$ cat src/rtl/uart_pkg.sv
// uart_pkg: shared types and constants for the UART transmit queue.
package uart_pkg;
  localparam int UART_SIZE = 8;
  typedef enum logic [1:0] {S_IDLE, S_REQ, S_WAIT} txq_state_t;
endpackage

$ cat src/rtl/uart_tx_queue_if.sv
// uart_tx_queue_if: host write port, queue status and TX handshake; UART_TXQ_STATS_EN adds tx_cnt/drop_cnt.
interface uart_tx_queue_if import uart_pkg::*; #(
  parameter int SIZE  = UART_SIZE,
  parameter int DEPTH = 16,
  parameter int AW    = $clog2(DEPTH)
);
  logic            wr_en;
  logic [SIZE-1:0] wdata;
  logic            full;
  logic            empty;
  logic [AW:0]     count;
  logic            overflow;
  logic            ovf_clr;
  logic            tx_busy;
  logic            tx_rq;
  logic [SIZE-1:0] txdata;
  logic            drained;
`ifdef UART_TXQ_STATS_EN
  logic [15:0]     tx_cnt;
  logic [15:0]     drop_cnt;
`endif
  modport master (
    output wr_en, wdata, ovf_clr, tx_busy,
    input  full, empty, count, overflow, tx_rq, txdata, drained
`ifdef UART_TXQ_STATS_EN
    , tx_cnt, drop_cnt
`endif
  );
  modport slave (
    input  wr_en, wdata, ovf_clr, tx_busy,
    output full, empty, count, overflow, tx_rq, txdata, drained
`ifdef UART_TXQ_STATS_EN
    , tx_cnt, drop_cnt
`endif
  );
endinterface

$ cat src/rtl/uart_sync_fifo.sv
// uart_sync_fifo: power-of-two byte FIFO with registered count/full/empty.
module uart_sync_fifo #(
  parameter int SIZE  = 8,
  parameter int DEPTH = 16,
  parameter int AW    = $clog2(DEPTH)
) (
  input  logic            clk,
  input  logic            rst_n,
  input  logic            push,
  input  logic            pop,
  input  logic [SIZE-1:0] wdata,
  output logic [SIZE-1:0] rdata,
  output logic            full,
  output logic            empty,
  output logic [AW:0]     count
);
  logic [SIZE-1:0] mem [DEPTH];
  logic [AW:0] wptr, rptr, wptr_n, rptr_n;
  assign wptr_n = wptr + (AW+1)'(push);
  assign rptr_n = rptr + (AW+1)'(pop);
  assign rdata  = mem[rptr[AW-1:0]];
  always_ff @(posedge clk)
    if (push) mem[wptr[AW-1:0]] <= wdata;
  // The extra pointer MSB tells a full ring from an empty one.
  always_ff @(posedge clk or negedge rst_n)
    if (!rst_n) begin
      wptr  <= '0;
      rptr  <= '0;
      count <= '0;
      empty <= 1'b1;
      full  <= 1'b0;
    end else begin
      wptr  <= wptr_n;
      rptr  <= rptr_n;
      count <= wptr_n - rptr_n;
      empty <= wptr_n == rptr_n;
      full  <= (wptr_n[AW] != rptr_n[AW]) && (wptr_n[AW-1:0] == rptr_n[AW-1:0]);
    end
endmodule

$ cat src/rtl/uart_tx_queue.sv
// uart_tx_queue: byte FIFO feeding the TX request/busy handshake; UART_TXQ_STATS_EN adds tx_cnt/drop_cnt.
module uart_tx_queue import uart_pkg::*; #(
  parameter int SIZE  = UART_SIZE,
  parameter int DEPTH = 16,
  parameter int AW    = $clog2(DEPTH)
) (
  input logic          clk,
  input logic          rst_n,
  uart_tx_queue_if.slave q
);
  txq_state_t state, state_n;
  logic busy_m, busy_s, push, pop, rq_n, ovf_evt;
  logic [SIZE-1:0] rdata;
  uart_sync_fifo #(.SIZE(SIZE), .DEPTH(DEPTH), .AW(AW)) u_fifo (
    .clk(clk), .rst_n(rst_n), .push(push), .pop(pop), .wdata(q.wdata), .rdata(rdata),
    .full(q.full), .empty(q.empty), .count(q.count)
  );
  assign push      = q.wr_en & ~q.full;
  assign ovf_evt   = q.wr_en & q.full;
  assign q.drained = q.empty && state == S_IDLE && !busy_s;
  // tx_busy comes from the TXC domain; only busy_s may steer the FSM.
  always_ff @(posedge clk or negedge rst_n)
    if (!rst_n) {busy_s, busy_m} <= 2'b00;
    else {busy_s, busy_m} <= {busy_m, q.tx_busy};
  always_comb begin
    state_n = state;
    rq_n    = q.tx_rq;
    pop     = 1'b0;
    if (state == S_IDLE && !q.empty && !busy_s) begin
      state_n = S_REQ;
      rq_n    = 1'b1;
      pop     = 1'b1;
    end else if (state == S_REQ && busy_s) begin
      state_n = S_WAIT;
      rq_n    = 1'b0;
    end else if (state == S_WAIT && !busy_s) begin
      state_n = S_IDLE;
    end
  end
  always_ff @(posedge clk or negedge rst_n)
    if (!rst_n) begin
      state      <= S_IDLE;
      q.tx_rq    <= 1'b0;
      q.txdata   <= '0;
      q.overflow <= 1'b0;
    end else begin
      state      <= state_n;
      q.tx_rq    <= rq_n;
      if (pop) q.txdata <= rdata;
      q.overflow <= ovf_evt ? 1'b1 : q.ovf_clr ? 1'b0 : q.overflow;
    end
`ifdef UART_TXQ_STATS_EN
  logic handed;
  assign handed = state == S_REQ && busy_s;
  always_ff @(posedge clk or negedge rst_n)
    if (!rst_n) begin
      q.tx_cnt   <= '0;
      q.drop_cnt <= '0;
    end else begin
      q.tx_cnt   <= q.ovf_clr ? '0 : (handed && q.tx_cnt != 16'hFFFF) ? q.tx_cnt + 16'd1 : q.tx_cnt;
      q.drop_cnt <= q.ovf_clr ? '0 : (ovf_evt && q.drop_cnt != 16'hFFFF) ? q.drop_cnt + 16'd1 : q.drop_cnt;
    end
`endif
endmodule

$ cat src/flat_wrapper.sv
// flat-port wrapper written by rule: the top's interface ports become plain ports
module uart_tx_queue_flat import uart_pkg::*;
#(
  parameter int SIZE  = UART_SIZE,
  parameter int DEPTH = 16,
  parameter int AW    = $clog2(DEPTH)
)
  (clk, rst_n, q_wr_en, q_wdata, q_ovf_clr, q_tx_busy, q_full, q_empty, q_count, q_overflow, q_tx_rq, q_txdata, q_drained);
  uart_tx_queue_if #(.SIZE(SIZE), .DEPTH(DEPTH), .AW(AW)) q_i ();
  input logic clk;
  input logic rst_n;
  input wire logic [$bits(q_i.wr_en)-1:0] q_wr_en;
  input wire logic [$bits(q_i.wdata)-1:0] q_wdata;
  input wire logic [$bits(q_i.ovf_clr)-1:0] q_ovf_clr;
  input wire logic [$bits(q_i.tx_busy)-1:0] q_tx_busy;
  output wire logic [$bits(q_i.full)-1:0] q_full;
  output wire logic [$bits(q_i.empty)-1:0] q_empty;
  output wire logic [$bits(q_i.count)-1:0] q_count;
  output wire logic [$bits(q_i.overflow)-1:0] q_overflow;
  output wire logic [$bits(q_i.tx_rq)-1:0] q_tx_rq;
  output wire logic [$bits(q_i.txdata)-1:0] q_txdata;
  output wire logic [$bits(q_i.drained)-1:0] q_drained;
  assign q_i.wr_en = q_wr_en;
  assign q_i.wdata = q_wdata;
  assign q_i.ovf_clr = q_ovf_clr;
  assign q_i.tx_busy = q_tx_busy;
  assign q_full = q_i.full;
  assign q_empty = q_i.empty;
  assign q_count = q_i.count;
  assign q_overflow = q_i.overflow;
  assign q_tx_rq = q_i.tx_rq;
  assign q_txdata = q_i.txdata;
  assign q_drained = q_i.drained;
  uart_tx_queue #(.SIZE(SIZE), .DEPTH(DEPTH), .AW(AW)) u_core (.clk(clk), .rst_n(rst_n), .q(q_i));
endmodule
$ cat config.mk
export PLATFORM = sky130hd
export DESIGN_NAME = uart_tx_queue_flat
export DESIGN_NICKNAME = d
export VERILOG_FILES = /design/src/rtl/uart_pkg.sv /design/src/rtl/uart_tx_queue_if.sv /design/src/rtl/uart_sync_fifo.sv /design/src/rtl/uart_tx_queue.sv /design/src/flat_wrapper.sv
export SDC_FILE = /design/constraint.sdc
export NUM_CORES = 1
export LEC_CHECK = 0
export ABC_AREA = 1
export CAP_MARGIN = 20
export CELL_PAD_IN_SITES_DETAIL_PLACEMENT = 1
export CELL_PAD_IN_SITES_GLOBAL_PLACEMENT = 2
export CORE_MARGIN = 2
export CORE_UTILIZATION = 35
export CTS_CLUSTER_DIAMETER = 200
export DETAILED_ROUTE_END_ITERATION = 6
export PLACE_DENSITY = 0.78
export SLEW_MARGIN = 20
export SYNTH_ARGS = -nofsm -noshare
export SYNTH_HDL_FRONTEND = slang
export SYNTH_SLANG_ARGS = --single-unit
$ cat constraint.sdc
create_clock -name clk -period 3.1 [get_ports clk]
set_input_delay 0.465 -clock clk [delete_from_list [all_inputs] [get_ports clk]]
set_output_delay 0.465 -clock clk [all_outputs]
set_load 0.02 [all_outputs]
# After elaboration in Yosys (flattened, before gate mapping)
# Memory sizes are Yosys's and may differ from the RTL's. A register that Yosys moved wholly into a read port is not among the register bits.
# Index checks and enable logic that the tools add are counted.
[totals] output_inout_bits=18 n_memories=1 ramBits=128 word_cells=46 reg_bits=23
[memory_table] name="u_core.u_fifo.mem" depth=16 width=8 read_ports=1 rd_clocked_by_memory_dff=1 wr=1 line="uart_sync_fifo.sv:17" rtl="logic [SIZE-1:0] mem [DEPTH];"
[classes] reduce_logical=14 n_eq_ne=5 bitwise_logic=3 mux=10 addsub=3
[op_table] operator="5-bit by 1-bit adder with 5-bit output" n=2
[op_table] operator="1-bit logical AND" n=7
[op_table] operator="1-bit two-way mux" n=7
[op_table] operator="2-bit two-way mux" n=3
[op_table] operator="5-bit equality test" n=1
[op_table] operator="5-bit subtractor" n=1
[op_table] operator="4-bit equality test" n=1
[op_table] operator="2-bit nonzero test" n=2
[op_table] operator="1-bit zero test" n=3
[op_table] operator="3-bit nonzero test" n=1
[op_table] operator="1-bit AND" n=2
[op_table] operator="2-bit by 1-bit equality test with 1-bit output, second input constant" n=1
[op_table] operator="2-bit equality test, second input constant" n=1
[op_table] operator="2-bit zero test" n=1
[op_table] operator="1-bit inequality test" n=1
[op_table] operator="1-bit inverter" n=1

# Logic depth before layout (Yosys ltp)
# Gate-level depths: netlist of run 1.
[depth] ltp_word=7 ltp_mapped=15 mapped_depth_nobuf=15

# By module
# Synthesis of run 1 repeated with hierarchy kept, for this count alone.
[unflattened] hier_cells=565 hier_area_um2=6655.1
[modules_own_cells] mod="uart_sync_fifo" area_per_inst_um2=6098.3 seq_area_each_um2=4270.3 instances=1 cells_per_inst=507
[modules_own_cells] mod="uart_tx_queue" area_per_inst_um2=556.8 seq_area_each_um2=350.3 instances=1 cells_per_inst=58

# Worst setup path before layout of run 1
# OpenSTA, ideal clock, no wires.
[synth_timing] path_type="register to register" start="register u_core.state[0]" end="register u_core.u_fifo.count[3]" required_ns=2.973 n_path_buf=0 stages_incl_launch_ff=14 synth_period_minus_slack_ns=2.253 path_slack_ns=0.847 setup_time_ns=0.127 arrival_ns=2.126 cell_sequence="dfrtp_1 nor2_1 nand2_1 nor2_4 ha_1 ha_1 inv_1 nand2_1 nand2_1 ha_1 a31o_2 inv_1 o21ai_1 xor2_1"
[synth_between] elab_chain_len=6
[synth_rtl] element="start: declaration" line="uart_tx_queue.sv:11" rtl="txq_state_t state, state_n;"
[synth_rtl] element="start signal: assignment" line="uart_tx_queue.sv:47" rtl="state <= state_n;"
[synth_rtl] element="2-bit zero test" line="uart_tx_queue.sv:29" rtl="if (state == S_IDLE && !q.empty && !busy_s) begin"
[synth_rtl] element="1-bit logical AND (2 in series)" line="uart_tx_queue.sv:29"
[synth_rtl] element="1-bit two-way mux" line="uart_tx_queue.sv:29"
[synth_rtl] element="via u_core.pop" line="uart_tx_queue.sv:12" rtl="logic busy_m, busy_s, push, pop, rq_n, ovf_evt;"
[synth_rtl] element="5-bit by 1-bit adder with 5-bit output" line="uart_sync_fifo.sv:20" rtl="assign rptr_n = rptr + (AW+1)'(pop);"
[synth_rtl] element="5-bit subtractor" line="uart_sync_fifo.sv:35" rtl="count <= wptr_n - rptr_n;"
[synth_rtl] element="end signal: assignment" line="uart_sync_fifo.sv:35"
[synth_rtl] element="end: declaration" line="uart_sync_fifo.sv:15" rtl="output logic [AW:0] count"
# The timed path passes the listed nets, and every way through them passes these cells.
# A chain may end at the register's enable or synchronous reset.

# Worst setup path in the final report of run 1
# Same ends and word-level chain as after synthesis.

==> metrics.txt, run 1 <==
grt total ovfl 0; PwrDens 1010 nW/µm²; antenna cells 0; drt first pass iters 4; maximum clock frequency 386 MHz; Die Wd 141 µm; most used flip-flop cell after synthesis edfxtp_1; Crit. End Element register; Initial Util 35.5%; Synth top area share 58.2%; Unique masters post-synth 27; Worst Path Arrival 2.91 ns; total power 7.85 mW; Max-cap violations 0; core area 18600 µm²; Fill cells 2009; WL per Instance 19.2 µm; Setup CP Type register to register; vias in the first global route 4668; Core Rows 50; Final Max Tran Viols 0; Synth Cell Area 6600 µm²; die area 20000 µm²; Worst Path Max Fanout 10; Post-synth EDFFs 128; Reg clk slew, reported paths 0.06 ns; cell with the most instances after synthesis nor2_1; postcts setup bufs 0; CTS tree built; Avg Cell Area, Syn 11.3 µm²; post-synth top area cell edfxtp_1; worst slew pin tran 0.770 ns; crit path time final 2.59 ns; CTS buffer count 17; setup_tns 0 ns; hold_buf cts 0; leakage power 2.92 nW; drt drc 0; first-pass GRT wire length 26300 µm; Worst Path Required 3.41 ns; endpoints failing setup 0; CTS root buf clkbuf_16; initial antenna violation count 0; Min Hold Slack 0.349 ns; Ports 31; flops & latches, synth 159; layout cell share with drive strength beyond 1 9.84%; Mapped Cells 583; Area growth syn-to-layout 17.1%; clk_skew 0.0133 ns; Worst-Skew Late Latency 0.43 ns; DP Wirelength 10700 µm; cts repair resizes 0; Final #Nets 647; register area share after synthesis 70.0%; top cells by area, synth edfxtp_1, dfrtp_1, nor2_1; initial DRC count 272; GRT Resource Usage Total 17.8%; Final Hold Vio Count 0; post-layout utilization of the core 41.6%; largest net degree at the start of global routing 57; Synth Net Count 603; top post-synthesis cells by count nor2_1, edfxtp_1, nand2_1; unrepaired setup endpoints after global routing false; Worst setup SP type register; peak supply drop 429 µV; via count 4394; Placer Congestion 0.795; I/O Buffers 30; CTS Buffer Depth 2; Final period util 83.7%; status finished, final reports clean; HP Class register to register; CTS H-Tree Depth 4; antenna-violating nets left 0; Vert. Die Dim 141 µm; via/cell ratio 5.03; Slew headroom 48.5%; Async SR Flop Fraction 19.5%; Yosys warnings 0; CTS sink cnt 159; Total Wirelength 16800 µm
## stage by stage
| stage | std cells | worst slack, ns | area [µm²] |
|---|---|---|---|
| floorplan | 583 | 0.847 | 6600 |
| global placement | 842 | 0.392 | 7190 |
| detailed placement | 842 | 0.278 | 7190 |
| CTS | 874 | 0.490 | 7730 |
| global route | 874 | 0.298 | 7730 |
| finish | 874 | 0.507 | 7730 |
## worst paths after layout
path	startpoint	to	slack, ns	depth (start not counted)
setup / recovery	u_core.state[0]	u_core.u_fifo.count[3]	0.51	13
hold / removal	u_core.busy_m	u_core.busy_s	0.35	0
setup reg to reg	u_core.state[0]	u_core.u_fifo.count[3]	0.51	13
hold reg to reg	u_core.busy_m	u_core.busy_s	0.35	0
max in group asynchronous	rst_n	u_core.u_fifo.empty	2.00	2
min in group asynchronous	rst_n	u_core.q.tx_rq	0.44	1
## power breakdown
group | internal [mW] | switching [mW]
clock network | 1.10 | 0.840
logic | 1.01 | 2.02
registers | 2.68 | 0.204
## critical path, cell delays in order (launching register included)
cell     delay (ns)
dfrtp_1        0.39
nor2_1         0.16
nand2_1        0.12
nor2_4         0.22
ha_1           0.28
ha_1           0.24
inv_1          0.07
nand2_1        0.06
nand2_1        0.07
ha_1           0.31
a31o_2         0.26
inv_1          0.07
o21ai_1        0.07
xor2_1         0.14
## sequential cells by signal, indices dropped and copies added, names as in the netlist
name	cells
u_core.u_fifo.mem	128
u_core.q.txdata	8
u_core.u_fifo.count	5
u_core.u_fifo.rptr	5
u_core.u_fifo.wptr	5
u_core.state	2
u_core.busy_m	1
u_core.busy_s	1
u_core.q.overflow	1
u_core.q.tx_rq	1
u_core.u_fifo.empty	1
u_core.u_fifo.full	1
## placed cells by master, fill, tap and decap left out, types with 2 or more instances in the layout
master / synthesis / final
clkinv_1: 1 / 4
clkinv_2: 0 / 2
inv_2: 6 / 6
buf_4: 5 / 21
xnor2_2: 2 / 2
edfxtp_1: 128 / 128
o211ai_1: 8 / 8
nand4_1: 6 / 6
dfrtp_1: 30 / 29
nand3_1: 56 / 56
inv_6: 0 / 2
xor2_1: 3 / 3
o21ai_1: 41 / 41
nor2_1: 135 / 135
clkinv_4: 0 / 3
nand2_1: 81 / 81
ha_1: 7 / 7
clkinvlp_4: 0 / 3
o21ai_0: 19 / 19
clkdlybuf4s50_1: 0 / 30
inv_1: 27 / 27
clkbuf_16: 0 / 17
## per-layer routing
layer  up-vias  part of all wire [%]  global-route usage, %
met5         -                     0                      0
met4         0                   2.3                   7.21
met3        24                   3.5                   3.17
met2        74                    51                   30.3
met1      2208                    43                   22.7
li1       2088                     -                      -
## final cells by class
| class | instances | area [µm²] | area share [%] |
|---|---|---|---|
| multi-input combinational | 364 | 1690 | 21.8 |
| timing repair buffer | 51 | 458 | 5.92 |
| sequential | 159 | 4620 | 59.8 |
| clock buffer | 18 | 429 | 5.55 |
| tap | 234 | 293 | 3.79 |
| clock inverter | 14 | 118 | 1.52 |
| inverter | 34 | 128 | 1.65 |
## kinds of logic after synthesis
group / after synthesis / synth area share, %
and+or+nand+nor: 280 / 17.4
buffers and inverters: 60 / 4.47
AOI/OAI and AO/OA: 71 / 5.84
DFF: 159 / 70.0
xor gates and xnor gates: 6 / 1.02
adders and majority gates: 7 / 1.33
Power figures use the tool's default switching activity.
==> run 2, diff against run 1 <==
- clock period: 3.1 -> 2.5 ns (I/O delays scaled with it)
==> metrics.txt, run 2 (synthesized netlist as in run 1, its figures left out) <==
drt first pass iters 4 (unchanged); r2r startpoint u_core.state[0] (unchanged); maximum clock frequency 431 MHz (was 386 MHz); CP max stage delay 0.40 ns (was 0.39 ns); Final period util 92.9% (was 83.7%); sw frac 37.2% (was 39.0%); DP Wirelength 11100 µm (was 10700 µm); Worst Slack Setup Final 0.178 ns (was 0.507 ns); cell count of the worst reg-to-reg path 13 (unchanged); endpoints failing setup 0 (unchanged); Die Wd 141 µm (unchanged); worst slack, placed -0.146 ns (was 0.278 ns); layout cell share with drive strength beyond 1 12.4% (was 9.84%); Vert. Die Dim 141 µm (unchanged); CTS sink cnt 159 (unchanged); Final Hold Vio Count 0 (unchanged); setup_tns 0 ns (unchanged); Ports 31 (unchanged); Worst Path Arrival 2.63 ns (was 2.91 ns); peak supply drop 629 µV (was 429 µV); unrepaired setup endpoints after global routing false (unchanged); cell family with most CP delay adder cells (unchanged); worst slew pin tran 0.796 ns (was 0.770 ns); crit path time final 2.32 ns (was 2.59 ns); Top cell by count, worst path nand2_1; Area growth syn-to-layout 20.5% (was 17.1%); metal2 WL 8640 µm (was 8510 µm); Reg clk slew, reported paths 0.06 ns (about the same); vias in the first global route 4750 (was 4668); Placer Congestion 0.826 (was 0.795); status finished, final reports clean (unchanged); Setup CP Type register to register (unchanged); Buf/Inv on CP 2 (unchanged); Final #Nets 661 (was 647); Reg power frac 34.7% (was 36.8%); Psw 3.85 mW (was 3.06 mW); core area 18600 µm² (unchanged); via count 4457 (was 4394); FF-to-FF End u_core.u_fifo.count[3] (unchanged); CTS Buffer Depth 2 (unchanged); Placed Cells 856 (was 842); Crit. End Element register (unchanged); Total Wirelength 17100 µm (was 16800 µm); Initial Util 35.5% (unchanged); Largest register FFs 128 (unchanged); antenna cells 0 (unchanged); Slew headroom 46.9% (was 48.5%); largest net degree at the start of global routing 73 (was 57); Gate power share 38.0% (was 38.5%); Worst Path Max Fanout 4 (was 10); first-pass GRT wire length 26700 µm (was 26300 µm); total power 10.4 mW (was 7.85 mW); drt drc 0 (unchanged); met3 routed WL 649 µm (was 582 µm); Final Max Tran Viols 0 (unchanged); WL per Instance 19.2 µm (about the same); CTS tree built (unchanged); critical path's slowest cell dfrtp_1 (unchanged); clock share of power 27.3% (was 24.7%); Critical Path, Cell by Cell nor2_2 -> nand2_1 -> nor2_4 -> ha_2 -> ha_2 -> inv_1 -> nand2_1 -> nand2_1 -> ha_1 -> a31o_2 -> inv_1 -> o21ai_1 -> xor2_1 (was nor2_1 -> nand2_1 -> nor2_4 -> ha_1 -> ha_1 -> inv_1 -> nand2_1 -> nand2_1 -> ha_1 -> a31o_2 -> inv_1 -> o21ai_1 -> xor2_1); GRT Resource Usage Total 18.2% (was 17.8%); top sig layer met4 (unchanged); Internal 6.50 mW (was 4.79 mW); leakage power 3.03 nW (was 2.92 nW); HP Class primary input to asynchronous set/reset pin (was register to register); Worst setup SP type register (unchanged); WL met1 7240 µm (was 7300 µm); CTS root buf clkbuf_16 (unchanged); most common cell after layout, fill and taps aside nor2_1 (unchanged); commonest non-fill, non-tap cells in the layout nor2_1, edfxtp_1, nand2_1 (unchanged); worst reg2reg setup slack 0.18 ns (was 0.51 ns); die area 20000 µm² (unchanged); initial antenna violation count 0 (unchanged); I/O Buffers 30 (unchanged); clk_skew 0.00640 ns (was 0.0133 ns); Core Rows 50 (unchanged); grt total ovfl 0 (unchanged); Finished Layout Cells 888 (was 874); CTS H-Tree Depth 4 (unchanged); CTS buffer count 17 (unchanged); initial DRC count 360 (was 272); via/cell ratio 5.02 (was 5.03); PwrDens 1300 nW/µm² (was 1010 nW/µm²); Worst-Skew Late Latency 0.43 ns (about the same); antenna-violating nets left 0 (unchanged); Max-cap violations 0 (unchanged); Worst Path Required 2.81 ns (was 3.41 ns)
[run 2: cell types whose count changed in the layout (fill, tap and decap cells not counted), moves of 2 or more]
| cell | previous run | this run |
|---|---|---|
| bufinv_16 | 1 | 5 |
| ha_2 | 0 | 2 |
| ha_1 | 7 | 5 |
| clkinv_2 | 2 | 0 |
| buf_4 | 21 | 34 |
[run 2: stage by stage]
| step | hold WS (ns) | utilization [%] | area, µm² |
|---|---|---|---|
| after CTS | 0.351 | 42.8 | 7950 |
| after floorplan | 0.0794 | - | 6600 |
| after detailed placement | 0.358 | 39.3 | 7300 |
| final | 0.349 | 42.8 | 7960 |
| after global placement | 0.334 | 39.3 | 7300 |
| after global routing | 0.378 | 42.8 | 7960 |
[run 2: cell type report]
cell class / count / area, µm²
flip-flops and latches: 159 / 4620
repair buffers: 65 / 576
well taps: 234 / 293
multi-input cells: 364 / 1690
inverters: 34 / 128
clock inverters: 14 / 215
fillers: 1994 / 10600
clock buffers: 18 / 429
[run 2: power groups by stage]
stage / Combinational, mW / Clock, mW / Sequential (mW)
2_1_floorplan: 2.43 / 0 / 3.69
3_3_place_gp: 3.82 / 0 / 3.62
3_5_place_dp: 3.95 / 0 / 3.65
4_1_cts: 3.99 / 2.89 / 3.60
5_1_grt: 4.40 / 2.99 / 3.64
6_report: 3.93 / 2.83 / 3.59
[run 2: worst reg2reg max path: stages (launching register included)]
cell and delay [ns]:
dfrtp_1 0.40, nor2_2 0.13, nand2_1 0.11, nor2_4 0.10, ha_2 0.22, ha_2 0.22, inv_1 0.07, nand2_1 0.05
nand2_1 0.08, ha_1 0.30, a31o_2 0.25, inv_1 0.05, o21ai_1 0.08, xor2_1 0.15
[run 2: worst max path at each step]
stage	startpoint	end	slack [ns]	depth (start not counted)
6_report	u_core.state[0]	u_core.u_fifo.count[3]	0.18	13
5_1_grt	u_core.state[0]	u_core.u_fifo.count[3]	0.02	13
4_1_cts	u_core.state[0]	u_core.u_fifo.count[3]	0.08	13
3_5_place_dp	q_wr_en	u_core.u_fifo.count[3]	-0.15	13
3_3_place_gp	q_wr_en	u_core.u_fifo.count[3]	-0.06	13
2_1_floorplan	u_core.state[0]	u_core.u_fifo.count[3]	0.25	13
[run 2: what timing repair did]
action,CTS,global route
endpoints found under the setup margin,0,2
gates resized for setup,0,3
hold buffers,0,0
buffers inserted,0,0
[run 2: metal layers]
metal / vias up / global-route usage [%]
li1: 2108 / -
met1: 2225 / 22.3
met2: 89 / 31.1
met3: 35 / 3.27
met4: 0 / 8.79
met5: - / 0
==> run 3, diff against run 2 <==
- RECOVER_POWER: not set -> 50
==> metrics.txt, run 3 (synthesized netlist as in run 1, its figures left out) <==
Fill cells 1996 (was 1994); Largest register FFs 128 (unchanged); CTS buffer count 17 (unchanged); status complete, but fails checks (was finished, final reports clean); Design Area, Final 7950 µm² (was 7960 µm²); worst reg2reg setup slack 0.18 ns (about the same); critical path's slowest cell dfrtp_1 (unchanged); hold path start u_core.busy_m; DP Wirelength 11100 µm (unchanged); GRT Resource Usage Total 18.2% (unchanged); Die Wd 141 µm (unchanged); Area growth syn-to-layout 20.3% (was 20.5%); Worst Path Required 2.81 ns (about the same); die area 20000 µm² (unchanged); register area 4620 µm² (unchanged); clk_skew 0.00632 ns (was 0.00640 ns); WL per Instance 19.2 µm (about the same); CTS sink cnt 159 (unchanged); Placed Cells 856 (unchanged); Worst Path Max Fanout 4 (unchanged); CTS root buf clkbuf_16 (unchanged); Vert. Die Dim 141 µm (unchanged); I/O Buffers 30 (unchanged); endpoints failing setup 0 (unchanged); Worst setup SP type register (unchanged); via/cell ratio 5.01 (was 5.02); postcts setup bufs 0 (unchanged); PwrDens 1300 nW/µm² (about the same); Final period util 92.9% (about the same); cell count of the worst reg-to-reg path 13 (unchanged); worst slew pin tran 1.75 ns (was 0.796 ns); CP max stage delay 0.40 ns (about the same); via count 4448 (was 4457); CTS tree built (unchanged); metal2 WL 8640 µm (about the same); antenna-violating nets left 0 (unchanged); layout cell share with drive strength beyond 1 11.9% (was 12.4%); setup_tns 0 ns (unchanged); Crit. End Element register (unchanged); drt drc 0 (unchanged); Final #Nets 661 (unchanged); Initial Util 35.5% (unchanged); first-pass GRT wire length 26700 µm (unchanged); Setup CP Type register to register (unchanged); Total Wirelength 17000 µm (was 17100 µm); core area 18600 µm² (unchanged); most common cell after layout, fill and taps aside nor2_1 (unchanged); Slew headroom -16.8% (was 46.9%); commonest non-fill, non-tap cells in the layout nor2_1, edfxtp_1, nand2_1 (unchanged); initial DRC count 360 (unchanged); initial antenna violation count 0 (unchanged); top sig layer met4 (unchanged); Placer Congestion 0.826 (unchanged); Max-cap violations 1 (was 0); FF-to-FF End u_core.u_fifo.count[3] (unchanged); leakage power 3.02 nW (was 3.03 nW); Worst Path Arrival 2.63 ns (about the same); Hold EP u_core.busy_s; Critical Path, Cell by Cell nor2_2 -> nand2_1 -> nor2_4 -> ha_2 -> ha_2 -> inv_1 -> nand2_1 -> nand2_1 -> ha_1 -> a31o_2 -> inv_1 -> o21ai_1 -> xor2_1 (unchanged); vias in the first global route 4750 (unchanged); CTS H-Tree Depth 4 (unchanged); met3 routed WL 655 µm (was 649 µm); maximum clock frequency 431 MHz (about the same); Reg clk slew, reported paths 0.06 ns (about the same); total power 10.3 mW (was 10.4 mW); WL met1 7210 µm (was 7240 µm); Final Max Tran Viols 32 (was 0); peak supply drop 629 µV (about the same); multi-input logic area 1690 µm² (unchanged); drt first pass iters 4 (unchanged); grt total ovfl 0 (unchanged); Final Hold Vio Count 0 (unchanged); Hold Path Depth 0; HP Class register to register (was primary input to asynchronous set/reset pin); Ports 31 (unchanged); placed instance area 7300 µm² (unchanged); antenna cells 0 (unchanged); Finished Layout Cells 888 (unchanged); largest net degree at the start of global routing 73 (unchanged); crit path time final 2.32 ns (about the same); Core Rows 50 (unchanged); CTS Buffer Depth 2 (unchanged); unrepaired setup endpoints after global routing false (unchanged); Worst-Skew Late Latency 0.43 ns (about the same); r2r startpoint u_core.state[0] (unchanged); failing checks max-capacitance violations, max-slew violations; Top cell by count, worst path nand2_1 (unchanged)
run 3: worst max-delay path by stage:
| stage | startpoint | to | slack (ns) | cells past startpoint |
|---|---|---|---|---|
| 6_report | u_core.state[0] | u_core.u_fifo.count[3] | 0.18 | 13 |
| 4_1_cts | u_core.state[0] | u_core.u_fifo.count[3] | 0.08 | 13 |
| 3_5_place_dp | q_wr_en | u_core.u_fifo.count[3] | -0.15 | 13 |
| 2_1_floorplan | u_core.state[0] | u_core.u_fifo.count[3] | 0.25 | 13 |
| 3_3_place_gp | q_wr_en | u_core.u_fifo.count[3] | -0.06 | 13 |
| 5_1_grt | u_core.state[0] | u_core.u_fifo.count[3] | 0.02 | 13 |
run 3: cell type report:
| cell class | instances | area share (%) |
|---|---|---|
| Clock inverter | 14 | 2.71 |
| Clock buffer | 18 | 5.40 |
| Tap cell | 234 | 3.69 |
| Sequential cell | 159 | 58.2 |
| Timing Repair Buffer | 65 | 7.10 |
| Inverter | 34 | 1.61 |
| Multi-Input combinational cell | 364 | 21.3 |
run 3: per-layer routing:
layer / track usage (%) / vias to the layer above
met5: 0 / -
met4: 8.79 / 0
met3: 3.27 / 35
met2: 31.1 / 89
met1: 22.3 / 2216
li1: - / 2108
run 3: report_power, final:
part,total [mW],internal [mW],switching [mW]
logic,3.91,1.39,2.52
registers,3.59,3.33,0.266
clock network,2.83,1.77,1.06
run 3: what timing repair did:
action | CTS | global route
endpoints found under the hold margin | 0 | 0
hold buffers | 0 | 0
resized for setup | 0 | 3
setup endpoints to repair | 0 | 2
run 3: worst max-delay path: cells and delay by family (launching register included):
kind / cells / cell delay [ns]
fa+ha+maj: 3 / 0.74
xor+xnor: 1 / 0.15
simple gates: 5 / 0.47
buf+inv: 2 / 0.11
compound gates: 2 / 0.33
flops: 1 / 0.40
run 3: metrics by stage:
stage	utilization [%]	setup WS [ns]	hold WS, ns
2_1_floorplan	-	0.247	0.0794
3_3_place_gp	39.3	-0.0587	0.334
3_5_place_dp	39.3	-0.146	0.358
4_1_cts	42.8	0.0841	0.351
5_1_grt	42.8	0.0231	0.379
6_report	42.8	0.179	0.367
==> variant, RTL diff (settings of run 1) <==
Re-encode `txq_state_t` (3 states) as one-hot, 3 bits wide.
--- a/src/rtl/uart_pkg.sv
+++ b/src/rtl/uart_pkg.sv
@@ -1,6 +1,6 @@
 // uart_pkg: shared types and constants for the UART transmit queue.
 package uart_pkg;
   localparam int UART_SIZE = 8;
-  typedef enum logic [1:0] {S_IDLE, S_REQ, S_WAIT} txq_state_t;
+  typedef enum logic [2:0] {S_IDLE = 3'b001, S_REQ = 3'b010, S_WAIT = 3'b100} txq_state_t;
 endpackage
 
Formal check against the unedited RTL: no difference found for any inputs over 10 cycles, from zero or initial values and one cycle with rst_n low; not proved beyond that.
==> variant against run 1 <==
Design area up 3.8%. Sequential cell count up 1. Die area up 3.1%. Routed wire length up 4.6%. Critical path depth unchanged. Area after synthesis up 3.2%. Worst setup slack better by 88 ps. Highest routed layer unchanged.
Power is not compared: it rests on default switching activity, and its combinational part moved more than twofold at a synthesized area within 25%.
==> variant: results (changes against run 1) <==
Placed Instances = 951 (+13%)
TritonCTS Buffers = 17 (unchanged)
net count of the finished layout = 724 (+12%)
family of cells with the greatest summed delay on the critical path = simple AND/OR/NAND/NOR gates
gate count after technology mapping = 656 (+13%)
n_diodes = 0 (unchanged)
Worst Setup Slack post-DPL = 353 ps (+75.9 ps)
total of warnings raised by yosys = 0 (unchanged)
wire length of the first global-routing pass = 27,600 um (+4.9%)
class of the tightest hold or removal check = reg2reg
Critical Path Max Stage Delay = 560 ps (+170 ps)
outcome = finished clean
slowest cell on the critical path = sky130_fd_sc_hd__dfstp_2
cell types with the largest area share after synthesis = sky130_fd_sc_hd__edfxtp_1, sky130_fd_sc_hd__nand2_1, sky130_fd_sc_hd__dfrtp_1, sky130_fd_sc_hd__nand3_1, sky130_fd_sc_hd__nor2_1
count of placed standard cells in the final layout, fillers left out = 983 (+12%)
clock root buffer master = sky130_fd_sc_hd__clkbuf_16
top cells by instance count after synthesis = sky130_fd_sc_hd__nand2_1, sky130_fd_sc_hd__edfxtp_1, sky130_fd_sc_hd__nand3_1, sky130_fd_sc_hd__nor2_1, sky130_fd_sc_hd__inv_1
buffer levels on the longest clock path = 2 (unchanged)
LEAKAGE = 3.31 nW
sequential element share of the synthesized area = 0.682 (-0.0176)
overall global routing resource usage = 0.182 (+0.00396)
Routed wire per std cell = 17.9 um (-7.0%)
antenna violations before repair = 0 (unchanged)
setup fix buffers added after clock tree synthesis = 0 (unchanged)
total via count in the routed design = 4,678 (+6.5%)
share of final-layout standard cells stronger than drive strength 1 = 0.0919 (-0.00652)
number of distinct library cells after synthesis = 25 (-7.4%)
number of flip-flops under the largest register name = 128 (unchanged)
TritonRoute pass-1 iters = 5 (+1)
share of synthesized registers carrying an async set or reset = 0.200 (+0.00503)
fill cell instance count of the final layout = 2,189 (+9.0%)
via count of the first global-routing pass = 4,986 (+6.8%)
Iteration-0 DRC Markers = 284 (+4.4%)
Most used DFF post-synth = sky130_fd_sc_hd__edfxtp_1
maximum net fanout on the critical path = 4 (-6)
Arrival @ worst endpoint = 2820 ps (-90 ps)
clock insertion delay at the later pin of the skew report = 420 ps
cell area after placement = 7470 um2 (+3.9%)
Max rail drop VDD = 0.000382 V
largest net degree at the start of global routing = 66 (+16%)
RePlAce Congestion = 0.774 (-2.7%)
worst clock skew on the final layout = 8.38 ps (-4.96 ps)
Post-DP HPWL = 11,500 um (+7.8%)
Post-synth EDFFs = 128 (unchanged)
Reg clk slew, reported paths = 60 ps (about the same)
worst relative slew slack = 0.386 (-0.0983)
net count after synthesis = 675 (+12%)
total of buffers placed on input and output ports = 30 (unchanged)
[variant: cells by family (layout without fill, tap and decap cells)]
kind of cell,after synthesis,in the layout,share of synthesized area
AO/OA/AOI/OAI,23,23,0.0169
XOR/XNOR,2,2,0.00367
adder cells (fa/ha/maj),6,6,0.0110
buffers and inverters,90,152,0.0602
flip-flops,160,160,0.682
AND/OR/NAND/NOR,375,375,0.226
[variant: through the flow]
stage / utilization / power, mW
floorplan: - / 3.18
global placement: 0.388 / 3.51
detailed placement: 0.388 / 3.56
CTS: 0.416 / 5.55
global route: 0.416 / 5.75
finish: 0.416 / 5.50
[variant: cell type report]
class | instances | area (um2) | area share
flip-flops and latches | 160 | 4650 | 0.579
inverters | 64 | 240 | 0.0299
clock inverters | 11 | 115 | 0.0143
repair buffers | 56 | 495 | 0.0617
multi-input cells | 406 | 1750 | 0.219
clock buffers | 21 | 440 | 0.0549
well taps | 265 | 332 | 0.0413
[variant: routing by layer]
| metal | wire (um) | up-vias | GRT usage |
|---|---|---|---|
| met1 | 7840 | 2343 | 0.232 |
| met4 | 381 | 0 | 0.0728 |
| li1 | - | 2251 | - |
| met3 | 433 | 22 | 0.0300 |
| met5 | 0 | - | 0 |
| met2 | 8900 | 62 | 0.311 |
[variant: path summary, 6_finish.rpt]
path / depth (start not counted) / to / slack [ps] / startpoint
worst max-delay path: 13 / u_core.u_fifo.count[4] / 600 / u_core.state[0]
min in group asynchronous: 1 / u_core.q.tx_rq / 560 / rst_n
worst min-delay path: 0 / u_core.busy_s / 370 / u_core.busy_m
max in group asynchronous: 2 / u_core.u_fifo.empty / 1810 / rst_n
worst min register to register: 0 / u_core.busy_s / 370 / u_core.busy_m
worst max register to register: 13 / u_core.u_fifo.count[4] / 600 / u_core.state[0]
[variant: power breakdown]
group	total (mW)	internal, mW	switching [mW]
Clock	1.99	1.18	0.812
Combinational	0.828	0.275	0.554
Sequential	2.68	2.57	0.107
